===== src/rtl/uart_pkg.sv =====
// Shared constants and types for the configurable UART transmitter.
// Holds the parity-mode codes, the FSM state encoding and the legal DATA_W range.
package uart_pkg;

    localparam int unsigned DATA_W_MIN = 5;
    localparam int unsigned DATA_W_MAX = 9;

    localparam logic [1:0] PAR_NONE = 2'b00;
    localparam logic [1:0] PAR_EVEN = 2'b01;
    localparam logic [1:0] PAR_ODD  = 2'b10;
    localparam logic [1:0] PAR_MARK = 2'b11;

    typedef enum logic [2:0] {
        ST_IDLE   = 3'd0,
        ST_START  = 3'd1,
        ST_DATA   = 3'd2,
        ST_PARITY = 3'd3,
        ST_STOP   = 3'd4
    } tx_state_t;

    // Narrower words are zero-extended by the caller; zeros do not change the XOR.
    function automatic logic parity_bit(input logic [1:0] mode, input logic [DATA_W_MAX-1:0] data);
        case (mode)
            PAR_EVEN: return ^data;
            PAR_ODD:  return ~^data;
            PAR_MARK: return 1'b1;
            default:  return 1'b0;
        endcase
    endfunction

endpackage


===== src/rtl/tx_fifo.sv =====
// Synchronous FIFO for the UART transmitter: power-of-two depth, wrapping pointers,
// occupancy counter; push is ignored when full and pop is ignored when empty.
module tx_fifo #(
    parameter int unsigned WIDTH = 8,
    parameter int unsigned DEPTH = 4
) (
    input  logic                             clk,
    input  logic                             reset,
    input  logic                             push,
    input  logic [WIDTH-1:0]                 push_data,
    input  logic                             pop,
    output logic [WIDTH-1:0]                 pop_data,
    output logic                             full,
    output logic                             empty,
    output logic [$clog2(DEPTH+1)-1:0]       level
);

    localparam int unsigned PW = $clog2(DEPTH);
    localparam int unsigned LW = $clog2(DEPTH+1);

    logic [WIDTH-1:0] mem [DEPTH];
    logic [PW-1:0]    wr_ptr;
    logic [PW-1:0]    rd_ptr;
    logic             do_push;
    logic             do_pop;

    assign full     = (level == LW'(DEPTH));
    assign empty    = (level == '0);
    assign do_push  = push && !full;
    assign do_pop   = pop && !empty;
    assign pop_data = mem[rd_ptr];

    always_ff @(posedge clk) begin
        if (reset) begin
            wr_ptr <= '0;
            rd_ptr <= '0;
            level  <= '0;
        end else begin
            if (do_push) wr_ptr <= wr_ptr + PW'(1);
            if (do_pop)  rd_ptr <= rd_ptr + PW'(1);
            case ({do_push, do_pop})
                2'b10:   level <= level + LW'(1);
                2'b01:   level <= level - LW'(1);
                default: level <= level;
            endcase
        end
    end

    always_ff @(posedge clk) begin
        if (do_push) mem[wr_ptr] <= push_data;
    end

endmodule


===== src/rtl/uart_tx_cfg.sv =====
// UART transmitter with a transmit FIFO, run-time parity mode and 1/2 stop bits.
// Frame configuration is captured when a word is popped, so it holds for the whole frame.
module uart_tx_cfg
    import uart_pkg::*;
#(
    parameter int unsigned DATA_W       = 8,
    parameter int unsigned CLKS_PER_BIT = 16,
    parameter int unsigned FIFO_DEPTH   = 4
) (
    input  logic                              clk,
    input  logic                              reset,
    input  logic                              tx_valid,
    input  logic [DATA_W-1:0]                 tx_data_in,
    output logic                              tx_ready,
    input  logic [1:0]                        parity_mode,
    input  logic                              two_stop,
    output logic                              tx_data_out,
    output logic                              tx_busy,
    output logic [$clog2(FIFO_DEPTH+1)-1:0]   fifo_level
);

    localparam int unsigned   CW       = $clog2(CLKS_PER_BIT);
    localparam int unsigned   IW       = $clog2(DATA_W);
    localparam logic [CW-1:0] CNT_LAST = CW'(CLKS_PER_BIT - 1);
    localparam logic [IW-1:0] IDX_LAST = IW'(DATA_W - 1);

    if (DATA_W < DATA_W_MIN || DATA_W > DATA_W_MAX || CLKS_PER_BIT < 2 ||
        FIFO_DEPTH < 2 || (FIFO_DEPTH & (FIFO_DEPTH - 1)) != 0) begin : g_bad_params
        $error("uart_tx_cfg: illegal parameter set");
    end

    tx_state_t         state;
    tx_state_t         state_next;
    logic              load;
    logic              line_next;
    logic [CW-1:0]     baud_cnt;
    logic              bit_end;
    logic [IW-1:0]     bit_idx;
    logic              stop_idx;
    logic [DATA_W-1:0] shift_q;
    logic              par_bit_q;
    logic              par_en_q;
    logic              two_stop_q;
    logic              fifo_full;
    logic              fifo_empty;
    logic [DATA_W-1:0] fifo_data;

    tx_fifo #(.WIDTH(DATA_W), .DEPTH(FIFO_DEPTH)) u_fifo (
        .clk       (clk),
        .reset     (reset),
        .push      (tx_valid),
        .push_data (tx_data_in),
        .pop       (load),
        .pop_data  (fifo_data),
        .full      (fifo_full),
        .empty     (fifo_empty),
        .level     (fifo_level)
    );

    assign tx_ready = !fifo_full;
    assign tx_busy  = (state != ST_IDLE) || !fifo_empty;
    assign bit_end  = (baud_cnt == CNT_LAST);

    always_ff @(posedge clk) begin
        if (reset) state <= ST_IDLE;
        else       state <= state_next;
    end

    // load marks every entry into START; it is also the FIFO pop.
    always_comb begin
        state_next = state;
        load       = 1'b0;
        unique case (state)
            ST_IDLE: if (!fifo_empty) begin
                state_next = ST_START;
                load       = 1'b1;
            end
            ST_START:  if (bit_end) state_next = ST_DATA;
            ST_DATA:   if (bit_end && bit_idx == IDX_LAST) state_next = par_en_q ? ST_PARITY : ST_STOP;
            ST_PARITY: if (bit_end) state_next = ST_STOP;
            ST_STOP: if (bit_end && stop_idx == two_stop_q) begin
                if (!fifo_empty) begin
                    state_next = ST_START;
                    load       = 1'b1;
                end else begin
                    state_next = ST_IDLE;
                end
            end
            default: state_next = ST_IDLE;
        endcase
    end

    // Line value for the current state; registered below, so the line lags the state by one cycle.
    always_comb begin
        line_next = 1'b1;
        case (state)
            ST_START:  line_next = 1'b0;
            ST_DATA:   line_next = shift_q[0];
            ST_PARITY: line_next = par_bit_q;
            default:   line_next = 1'b1;
        endcase
    end

    always_ff @(posedge clk) begin
        if (reset) begin
            tx_data_out <= 1'b1;
            baud_cnt    <= '0;
            bit_idx     <= '0;
            stop_idx    <= 1'b0;
            shift_q     <= '0;
            par_bit_q   <= 1'b0;
            par_en_q    <= 1'b0;
            two_stop_q  <= 1'b0;
        end else begin
            tx_data_out <= line_next;
            if (state == ST_IDLE || bit_end) baud_cnt <= '0;
            else                             baud_cnt <= baud_cnt + CW'(1);
            if (load) begin
                shift_q    <= fifo_data;
                par_bit_q  <= parity_bit(parity_mode, DATA_W_MAX'(fifo_data));
                par_en_q   <= (parity_mode != PAR_NONE);
                two_stop_q <= two_stop;
                bit_idx    <= '0;
                stop_idx   <= 1'b0;
            end else if (bit_end) begin
                if (state == ST_DATA) begin
                    shift_q <= shift_q >> 1;
                    bit_idx <= bit_idx + IW'(1);
                end
                if (state == ST_STOP) stop_idx <= ~stop_idx;
            end
        end
    end

endmodule

===== config.mk =====
export PLATFORM = sky130hd
export DESIGN_NAME = uart_tx_cfg
export DESIGN_NICKNAME = d
export VERILOG_FILES = /design/src/rtl/uart_pkg.sv /design/src/rtl/tx_fifo.sv /design/src/rtl/uart_tx_cfg.sv
export SDC_FILE = /design/constraint.sdc
export NUM_CORES = 1
export LEC_CHECK = 0
export CAP_MARGIN = 30
export CORE_ASPECT_RATIO = 0.75
export CORE_UTILIZATION = 40
export CTS_CLUSTER_DIAMETER = 60
export DETAILED_ROUTE_END_ITERATION = 7
export GPL_TIMING_DRIVEN = 0
export HOLD_SLACK_MARGIN = 0.1
export PLACE_DENSITY_LB_ADDON = 0.3
export SYNTH_ARGS = -nofsm -noshare
export SYNTH_HDL_FRONTEND = slang
export SYNTH_SLANG_ARGS = --single-unit

===== constraint.sdc =====
create_clock -name clk -period 2.8 [get_ports clk]
set_clock_uncertainty 0.1 [all_clocks]
set_input_delay 0.42 -clock clk [delete_from_list [all_inputs] [get_ports clk]]
set_output_delay 0.42 -clock clk [all_outputs]
set_load 0.005 [all_outputs]

==> out/qor.csv, run 1 <==
stage,metric,value,unit
setup_path,cp_slowest_cell,fa_1,
synth,synthTopCellsByArea,"edfxtp_1 36%, dfxtp_1 24%, mux4_2 5.1%, ha_1 3.7%, a21oi_1 3.4%",
setup_path,critPathMaxStageDelay,0.38,ns
sta,fmax,0.3849,GHz
sta,tns,0,ns
die,dieHeight,72.82,um
finish,fill_cells,561,
die,start_util,41.92,%
place,place_hpwl,3201,um
run_status,status,"finished, final reports clean",
setup_path,r2r_slack,0.20,ns
die,die-area,7022,sq um
global_route,grt-ovfl-total,0,
finish,area_growth,20.30,%
finish,drive_gt1_share,11.69,%
sta,slew_viol_final,0,
setup_path,path_cells,ha_1 -> nand3_1 -> o21ai_0 -> and2_2 -> ha_1 -> fa_1 -> xnor2_1 -> or3_1 -> a21oi_1,
finish,finalNetCount,266,
power_and_ir_drop,swShare,31.29,%
flow_run,cap_violations,0,
route,routed_via_density,4.994,
clock_network,clk_latency,0.34,ns
power_and_ir_drop,power,3383,uW
global_route,track_usage,15.46,%
die,die_w,96.43,um
setup_path,worstSetupStartpointType,flip-flop,
sta,finalHoldViolCount,0,
clock_network,cts-root-buf,clkbuf_8,
setup_path,rr_endpoint,u_fifo.level[2]$_SDFFE_PP0P_,
clock_network,cts_made_buffers,9,
place,port_buffers,19,
setup_path,cp_num_buf_inv,0,
clock_network,clkTransAtPathRegs,0.08,ns
global_route,antenna_found_initial,0,
setup_path,end_kind,flip-flop,
synth,netlist_area,2675,sq um
setup_path,crit_type,flip-flop to flip-flop,
finish,fin_util,50.43,%
sta,fin_crit_sh,92.79,%
synth,synth_fp_nets,237,
finish,seqCellArea,1602,sq um
power_and_ir_drop,p_leak,0.001145,uW
synth,async_flop_share,0,%
setup_path,r2r_cells,9,
setup_path,crit_family,adder cells,
route,firstDrtPassIters,4,
power_and_ir_drop,pwr-share-seq,36.6,%
die,io_pins,20,
setup_path,required,2.97,ns
hold_path,hold_depth,1,
place,place_congestion,0.7963,
die,num_rows,25,
route,antenna_left,0,
finish,diodes,0,
sta,finalSetupViolCount,0,
synth,synth.distinct_cells,32,
global_route,grt_pass1_wl,7714,um
clock_network,tritoncts,yes,
setup_path,crit_top_cell,ha_1,
synth,synth-edff-count,32,
power_and_ir_drop,powerDensity,1051,nW/um^2
sta,rsz0062_at_grt,false,
route,routed_wl,4609,um
sta,tightestPinTransition,0.5575,ns
synth,synth_warnings,0,
clock_network,cts_setup_buffers,0,
setup_path,crit_fanout,12,
synth,synth_ff_type,edfxtp_1,
route,drtIter0Drc,92,
power_and_ir_drop,vdd_drop_max,0.0003896,V
clock_network,cts_buffer_depth,2,
clock_network,holdBufCountCts,0,
setup_path,arrival,2.76,ns
synth,yosys.area.top_type,edfxtp_1,
synth,ys_seq_area_share,59.87,%
power_and_ir_drop,pwr-share-comb,34.6,%
synth,avgSynthCellArea,12.50,sq um
setup_path,reg2reg_from,baud_cnt[0]$_SDFF_PP0_,
sta,slew_headroom,62.83,%
power_and_ir_drop,clkPwrFrac,28.8,%
die,coreArea,6381,sq um
synth,ys_ff_latch,64,
sta,finalHoldWorstSlack,0.3549,ns
hold_path,hold_start,baud_cnt[0]$_SDFF_PP0_,
route,dr_total_vias,1643,
power_and_ir_drop,switchingPower,1058,uW
finish,multiInputGateArea,1011,sq um
hold_path,hold_class,flip-flop to flip-flop,
synth,synthCells,214,
clock_network,htreeDepth,3,
route,wl_per_cell,14.01,um
sta,period_minus_slack,2.598,ns
power_and_ir_drop,internal_power,2324,uW
global_route,grt_pass1_vias,1601,
clock_network,cts_sinks,64,
global_route,grt_max_degree,14,
route,drc_errors,0,
synth,yosysTopAreaCellShare,35.92,%
hold_path,min_to,baud_cnt[0]$_SDFF_PP0_,
## worst max-delay path by stage
stage / startpoint / to / cells past startpoint
CTS: baud_cnt[0]$_SDFF_PP0_ / u_fifo.level[2]$_SDFFE_PP0P_ / 9
floorplan: baud_cnt[0]$_SDFF_PP0_ / u_fifo.level[2]$_SDFFE_PP0P_ / 10
global route: baud_cnt[0]$_SDFF_PP0_ / u_fifo.level[2]$_SDFFE_PP0P_ / 9
finish: baud_cnt[0]$_SDFF_PP0_ / u_fifo.level[2]$_SDFFE_PP0P_ / 9
global placement: u_fifo.level[0]$_SDFFE_PP0P_ / u_fifo.level[2]$_SDFFE_PP0P_ / 9
detailed placement: u_fifo.level[0]$_SDFFE_PP0P_ / u_fifo.level[2]$_SDFFE_PP0P_ / 9
## state kept, by name, summed over array words and instances, names as in the netlist, named ones only
name,cells
tx_data_out,1
baud_cnt,4
bit_idx,3
state,3
u_fifo.level,3
par_bit_q,1
shift_q,8
par_en_q,1
u_fifo.wr_ptr,2
stop_idx,1
u_fifo.rd_ptr,2
two_stop_q,1
u_fifo.mem,32
## worst reg2reg max path: stages, from the launching register on
cell     delay (ns)
dfxtp_1        0.33
ha_1           0.23
nand3_1        0.21
o21ai_0        0.15
and2_2         0.28
ha_1           0.27
fa_1           0.38
xnor2_1        0.14
or3_1          0.30
a21oi_1        0.13
## repair_timing
item,in CTS,in global routing
endpoints found under the setup margin,1,2
pin swaps,0,0
resized for setup,1,1
endpoints found under the hold margin,0,0
## final cells by class
type,count,share of cell area (%)
tap,81,3.149
clock inverter,7,3.888
buffer,9,1.322
multi-input combinational,134,31.42
clock buffer,9,3.849
timing repair buffer,19,5.910
inverter,6,0.6998
sequential,64,49.77
## logic make-up after synthesis
group                      Yosys count  synth area share (%)
AOI/OAI and AO/OA                   33                 7.484
muxes                               12                 8.513
DFF                                 64                 59.87
adders and majority gates            9                 4.490
buffers and inverters               16                 2.572
xor gates and xnor gates            17                 6.127
and+or+nand+nor                     63                 10.94
## power by group through the flow
stage | Clock [uW] | Combinational [uW] | Sequential, uW
floorplan | 0 | 908 | 1240
global placement | 0 | 1170 | 1250
detailed placement | 0 | 1180 | 1260
CTS | 993 | 1180 | 1240
global route | 1030 | 1310 | 1260
finish | 973 | 1170 | 1240
## routing by layer
metal  part of all wire [%]  global-route usage (%)  wire, um
met1                     50                   20.00      2284
met2                     45                   23.64      2097
met3                    4.0                   5.938       185
met4                   0.91                   5.882        42
met5                      0                       0         0
## cell usage after synthesis, types with 2 or more instances
cell / n
nor2_1: 16
mux4_2: 6
a22oi_1: 7
ha_1: 8
nand3_1: 3
nand2_1: 18
a21oi_1: 18
and2_1: 2
o21ai_0: 3
edfxtp_1: 32
dfxtp_1: 32
nor3_1: 11
mux2i_1: 4
xor2_1: 5
mux4_1: 2
or3_1: 3
nand2b_1: 2
and3_1: 6
xnor2_1: 10
xnor2_2: 2
clkbuf_1: 8
inv_1: 6
## placed cells by master (no fill, tap or decap), types with 2 or more instances in the layout
master | synthesis | routed
xnor2_1 | 10 | 10
o21ai_0 | 3 | 3
and3_1 | 6 | 6
mux4_1 | 2 | 2
bufinv_16 | 0 | 3
clkdlybuf4s50_1 | 0 | 19
nor3_1 | 11 | 10
inv_6 | 0 | 3
mux2i_1 | 4 | 4
edfxtp_1 | 32 | 32
a22oi_1 | 7 | 7
a21oi_1 | 18 | 18
xor2_1 | 5 | 5
nand2_1 | 18 | 18
inv_1 | 6 | 6
clkbuf_8 | 0 | 9
xnor2_2 | 2 | 2
or3_1 | 3 | 3
nand3_1 | 3 | 3
nand2b_1 | 2 | 2
nor2_1 | 16 | 16
mux4_2 | 6 | 6
ha_1 | 8 | 8
dfxtp_1 | 32 | 32
clkbuf_1 | 8 | 7
## per-stage QoR
step / instance area, sq um / worst slack (ns) / cells
2_1_floorplan: 2675 / 0.2902 / 214
3_3_place_gp: 2967 / 0.003671 / 314
3_5_place_dp: 2967 / 0.005579 / 314
4_1_cts: 3217 / 0.1222 / 329
5_1_grt: 3218 / 0.04921 / 329
6_report: 3218 / 0.2018 / 329
No activity file was read; power rests on OpenSTA's default activity.
==> inputs of run 2 (changes only) <==
--- a/config.mk
+++ b/config.mk
@@ -7,9 +7,11 @@
 export LEC_CHECK = 0
 export CAP_MARGIN = 30
 export CORE_ASPECT_RATIO = 0.75
+export CORE_MARGIN = 10
 export CORE_UTILIZATION = 40
 export CTS_CLUSTER_DIAMETER = 60
 export DETAILED_ROUTE_END_ITERATION = 7
+export GPL_ROUTABILITY_DRIVEN = 0
 export GPL_TIMING_DRIVEN = 0
 export HOLD_SLACK_MARGIN = 0.1
 export PLACE_DENSITY_LB_ADDON = 0.3
==> out/qor.csv, run 2 (synthesis results as in run 1) <==
stage,metric,value,unit
run_status,status,"finished, final reports clean",
route,firstDrtPassIters,4,
power_and_ir_drop,internal_power,2224,uW
setup_path,required,2.96,ns
route,routed_via_density,5.015,
clock_network,holdBufCountCts,0,
route,dr_total_vias,1650,
clock_network,cts_setup_buffers,0,
setup_path,arrival,2.70,ns
finish,largest_reg_flops,32,
global_route,antenna_found_initial,0,
power_and_ir_drop,vdd_drop_max,0.0004063,V
place,place_hpwl,3339,um
die,die-area,10390,sq um
hold_path,hold_start,shift_q[4]$_SDFFE_PP0P_,
sta,finalHoldWorstSlack,0.3571,ns
sta,period_minus_slack,2.535,ns
sta,finalHoldViolCount,0,
setup_path,r2r_cells,9,
clock_network,cts_sinks,64,
hold_path,min_to,shift_q[4]$_SDFFE_PP0P_,
setup_path,worstSetupStartpointType,flip-flop,
die,start_util,41.72,%
setup_path,critPathMaxStageDelay,0.38,ns
power_and_ir_drop,swShare,32.23,%
route,antenna_left,0,
global_route,grt_pass1_vias,1662,
clock_network,cts_buffer_depth,2,
sta,tightestPinTransition,0.5280,ns
finish,drive_gt1_share,11.69,%
setup_path,crit_family,adder cells,
route,drc_errors,0,
setup_path,crit_fanout,12,
flow_run,cap_violations,0,
finish,diodes,0,
power_and_ir_drop,clkPwrFrac,26.2,%
setup_path,crit_top_cell,ha_1,
finish,mostFrequentLayoutCells,"32 x dfxtp_1, 32 x edfxtp_1, 19 x clkdlybuf4s50_1",
route,drtIter0Drc,75,
global_route,grt-ovfl-total,0,
finish,regMostFlops,u_fifo.mem,
setup_path,cp_num_buf_inv,0,
power_and_ir_drop,switchingPower,1058,uW
setup_path,r2r_slack,0.26,ns
finish,largest_registers,"u_fifo.mem x32, shift_q x8, baud_cnt x4",
global_route,grt_max_degree,13,
die,die_w,114.4,um
power_and_ir_drop,powerDensity,1028,nW/um^2
power_and_ir_drop,pwr-share-comb,36.0,%
sta,fmax,0.3944,GHz
hold_path,hold_depth,2,
finish,fin_area,3193,sq um
sta,slew_headroom,64.80,%
sta,rsz0062_at_grt,false,
sta,finalSetupViolCount,0,
global_route,track_usage,9.906,%
clock_network,clkTransAtPathRegs,0.08,ns
clock_network,cts_made_buffers,9,
power_and_ir_drop,pwr-share-seq,37.8,%
setup_path,end_kind,flip-flop,
global_route,grt_pass1_wl,8079,um
setup_path,reg2reg_from,baud_cnt[0]$_SDFF_PP0_,
die,num_rows,25,
sta,tns,0,ns
hold_path,hold_class,flip-flop to flip-flop,
die,dieHeight,90.82,um
sta,fin_crit_sh,90.55,%
clock_network,cts-root-buf,clkbuf_8,
finish,area_growth,19.36,%
finish,finalNetCount,266,
clock_network,htreeDepth,3,
die,io_pins,20,
setup_path,crit_start,baud_cnt[0]$_SDFF_PP0_,
clock_network,tritoncts,yes,
place,port_buffers,19,
setup_path,crit_type,flip-flop to flip-flop,
die,coreArea,6412,sq um
route,wl_per_cell,14.79,um
setup_path,cp_slowest_cell,fa_1,
route,routed_wl,4865,um
clock_network,clk_latency,0.34,ns
sta,slew_viol_final,0,
setup_path,path_cells,ha_1 -> nand3_2 -> o21ai_0 -> and2_2 -> ha_1 -> fa_1 -> xnor2_1 -> or3_1 -> a21oi_1,
setup_path,rr_endpoint,u_fifo.level[2]$_SDFFE_PP0P_,
place,dpl_cell_area,2967,sq um
power_and_ir_drop,p_leak,0.001131,uW
-- run 2: cell count changes in the layout (fill, tap and decap cells not counted) --
cell,before,now
clkinv_4,1,2
clkinv_1,0,1
nand3_2,0,1
nand3_1,3,2
clkinv_2,0,1
inv_6,3,1
bufinv_16,3,2
-- run 2: per-layer routing --
metal	vias up	routed length [um]	global-route usage (%)
met5	-	0	0
met4	0	24	4.063
met3	2	219	4.183
met2	34	2187	14.22
met1	776	2433	12.68
li1	838	-	-
-- run 2: layout make-up --
type,count,area (sq um)
Timing Repair Buffer,19,190.2
Multi-Input combinational cell,134,1016
Inverter,6,22.52
Fill cell,584,3219
Clock inverter,7,95.09
Buffer,9,42.54
Clock buffer,9,123.9
Tap cell,81,101.3
Sequential cell,64,1602
-- run 2: what timing repair did --
| item | in CTS | in global routing |
|---|---|---|
| resized for setup | 0 | 3 |
| setup endpoints to repair | 1 | 8 |
| hold endpoints to repair | 0 | 0 |
-- run 2: how the worst max path moves through the flow --
stage,depth (start not counted),end,slack (ns)
2_1_floorplan,10,u_fifo.level[2]$_SDFFE_PP0P_,0.29
3_3_place_gp,9,u_fifo.level[2]$_SDFFE_PP0P_,0.02
3_5_place_dp,9,u_fifo.level[2]$_SDFFE_PP0P_,0.02
4_1_cts,8,u_fifo.level[2]$_SDFFE_PP0P_,0.12
5_1_grt,9,u_fifo.level[2]$_SDFFE_PP0P_,0.1
6_report,9,u_fifo.level[2]$_SDFFE_PP0P_,0.26
-- run 2: tightest hold or removal path, cell delays in order (launching register included) --
cell and delay (ns):
dfxtp_1 0.31, nand2_1 0.05, a21oi_1 0.05
-- run 2: through the flow --
stage               instances  total power, uW  setup WS, ns  utilization [%]
CTS                       329             3301        0.1219            49.62
finish                    329             3282        0.2647            49.80
global route              329             3520       0.09671            49.80
floorplan                 214             2146        0.2902                -
global placement          314             2420       0.01682            46.26
detailed placement        314             2440       0.02219            46.26
-- run 2: power groups by stage --
stage,clock (uW),combinational [uW],sequential (uW)
final,861,1180,1240
after global routing,928,1330,1260
after CTS,882,1180,1240
after detailed placement,0,1180,1260
after global placement,0,1170,1250
after floorplan,0,908,1240
==> inputs of run 3 (changes only) <==
--- a/config.mk
+++ b/config.mk
@@ -7,7 +7,7 @@
 export LEC_CHECK = 0
 export CAP_MARGIN = 30
 export CORE_ASPECT_RATIO = 0.75
-export CORE_MARGIN = 10
+export CORE_MARGIN = 4
 export CORE_UTILIZATION = 40
 export CTS_CLUSTER_DIAMETER = 60
 export DETAILED_ROUTE_END_ITERATION = 7
==> out/qor.csv, run 3 (synthesis results as in run 1) <==
stage,metric,value,unit
sta,fin_crit_sh,93.05,%
die,io_pins,20,
sta,tightestPinTransition,0.5145,ns
global_route,grt_pass1_vias,1542,
clock_network,cts_buffer_depth,2,
clock_network,cts_sinks,64,
route,drc_errors,0,
route,firstDrtPassIters,4,
sta,finalHoldViolCount,0,
global_route,grt_max_degree,13,
setup_path,arrival,2.77,ns
global_route,grt-ovfl-total,0,
sta,fmax,0.3838,GHz
route,route.met3.wl,211,um
die,coreArea,6381,sq um
setup_path,required,2.96,ns
finish,diodes,0,
die,start_util,41.92,%
route,wl_met2,1931,um
finish,drive_gt1_share,11.69,%
run_status,status,"finished, final reports clean",
clock_network,cts-root-buf,clkbuf_8,
finish,largest_reg_flops,32,
power_and_ir_drop,clkPwrFrac,26.5,%
sta,rsz0062_at_grt,false,
clock_network,tritoncts,yes,
global_route,grt_pass1_wl,7555,um
route,drtIter0Drc,45,
global_route,track_usage,12.57,%
power_and_ir_drop,vdd_drop_max,0.0004292,V
route,routed_via_density,4.960,
sta,finalHoldWorstSlack,0.3545,ns
flow_run,cap_violations,0,
setup_path,crit_type,flip-flop to flip-flop,
global_route,antenna_found_initial,0,
clock_network,cts_setup_buffers,0,
setup_path,worstSetupStartpointType,flip-flop,
clock_network,cts_made_buffers,9,
clock_network,clkTransAtPathRegs,0.07,ns
die,dieHeight,78.82,um
power_and_ir_drop,swShare,31.78,%
finish,regMostFlops,u_fifo.mem,
power_and_ir_drop,pwr-share-comb,35.6,%
finish,area_growth,19.18,%
finish,finalNetCount,266,
finish,fill_cells,579,
die,num_rows,25,
route,wl_per_cell,13.77,um
route,wl_met1,2346,um
power_and_ir_drop,power,3260,uW
sta,finalSetupViolCount,0,
clock_network,clk_latency,0.34,ns
power_and_ir_drop,switchingPower,1036,uW
place,dpl_cell_area,2967,sq um
place,port_buffers,19,
sta,slew_viol_final,0,
hold_path,hold_depth,1,
route,routed_wl,4529,um
finish,largest_registers,"u_fifo.mem x32, shift_q x8, baud_cnt x4",
route,dr_total_vias,1632,
place,place_hpwl,3131,um
hold_path,hold_class,flip-flop to flip-flop,
route,antenna_left,0,
power_and_ir_drop,pwr-share-seq,37.9,%
power_and_ir_drop,p_leak,0.001130,uW
sta,slew_headroom,65.70,%
finish,fin_area,3188,sq um
setup_path,end_kind,flip-flop,
setup_path,r2r_cells,9,
die,die-area,8074,sq um
die,die_w,102.4,um
power_and_ir_drop,internal_power,2224,uW
route,highest_layer,met4,
power_and_ir_drop,powerDensity,1023,nW/um^2
setup_path,crit_fanout,12,
sta,period_minus_slack,2.605,ns
clock_network,htreeDepth,3,
finish,mostFrequentLayoutCells,"32 x dfxtp_1, 32 x edfxtp_1, 19 x clkdlybuf4s50_1",
## run 3: worst max-delay path: stages, from the launching register on
cell,delay [ns]
dfxtp_1,0.33
ha_1,0.23
nand3_1,0.21
o21ai_0,0.15
and2_2,0.27
ha_1,0.26
fa_1,0.38
xnor2_1,0.14
or3_1,0.30
a21oi_1,0.15
## run 3: layout make-up
type | count | area, sq um | share of cell area, %
Sequential cell | 64 | 1602 | 50.24
Multi-Input combinational cell | 134 | 1011 | 31.71
Timing Repair Buffer | 19 | 190.2 | 5.965
Clock buffer | 9 | 123.9 | 3.885
Tap cell | 81 | 101.3 | 3.179
Clock inverter | 7 | 95.09 | 2.983
Buffer | 9 | 42.54 | 1.334
Inverter | 6 | 22.52 | 0.7064
## run 3: what timing repair did
item,4_1_cts,5_1_grt
setup endpoints to repair,1,2
resized for setup,1,1
hold endpoints to repair,0,0
hold buffers,0,0
## run 3: per-stage QoR
stage | instances | setup TNS [ns] | worst slack (ns) | util [%]
3_3_place_gp | 314 | 0 | 0.01028 | 46.49
4_1_cts | 329 | 0 | 0.1087 | 49.94
6_report | 329 | 0 | 0.1946 | 49.96
3_5_place_dp | 314 | -0.007406 | -0.007406 | 46.49
5_1_grt | 329 | 0 | 0.005399 | 49.96
2_1_floorplan | 214 | 0 | 0.2902 | -
## run 3: final timing paths
path,start,to,slack [ns]
setup / recovery,baud_cnt[0]$_SDFF_PP0_,u_fifo.level[2]$_SDFFE_PP0P_,0.19
hold / removal,baud_cnt[0]$_SDFF_PP0_,baud_cnt[0]$_SDFF_PP0_,0.35
setup reg to reg,baud_cnt[0]$_SDFF_PP0_,u_fifo.level[2]$_SDFFE_PP0P_,0.19
hold reg to reg,baud_cnt[0]$_SDFF_PP0_,baud_cnt[0]$_SDFF_PP0_,0.35
## run 3: per-layer routing
metal  global-route usage (%)  vias up
li1                         -      831
met1                    17.34      764
met2                    16.95       33
met3                    5.268        4
met4                    5.898        0
met5                        0        -
## run 3: power by group through the flow
stage          registers, uW  logic, uW  clock network, uW
2_1_floorplan           1240        908                  0
3_3_place_gp            1250       1170                  0
3_5_place_dp            1260       1170                  0
4_1_cts                 1240       1170                888
5_1_grt                 1260       1300                932
6_report                1240       1160                863
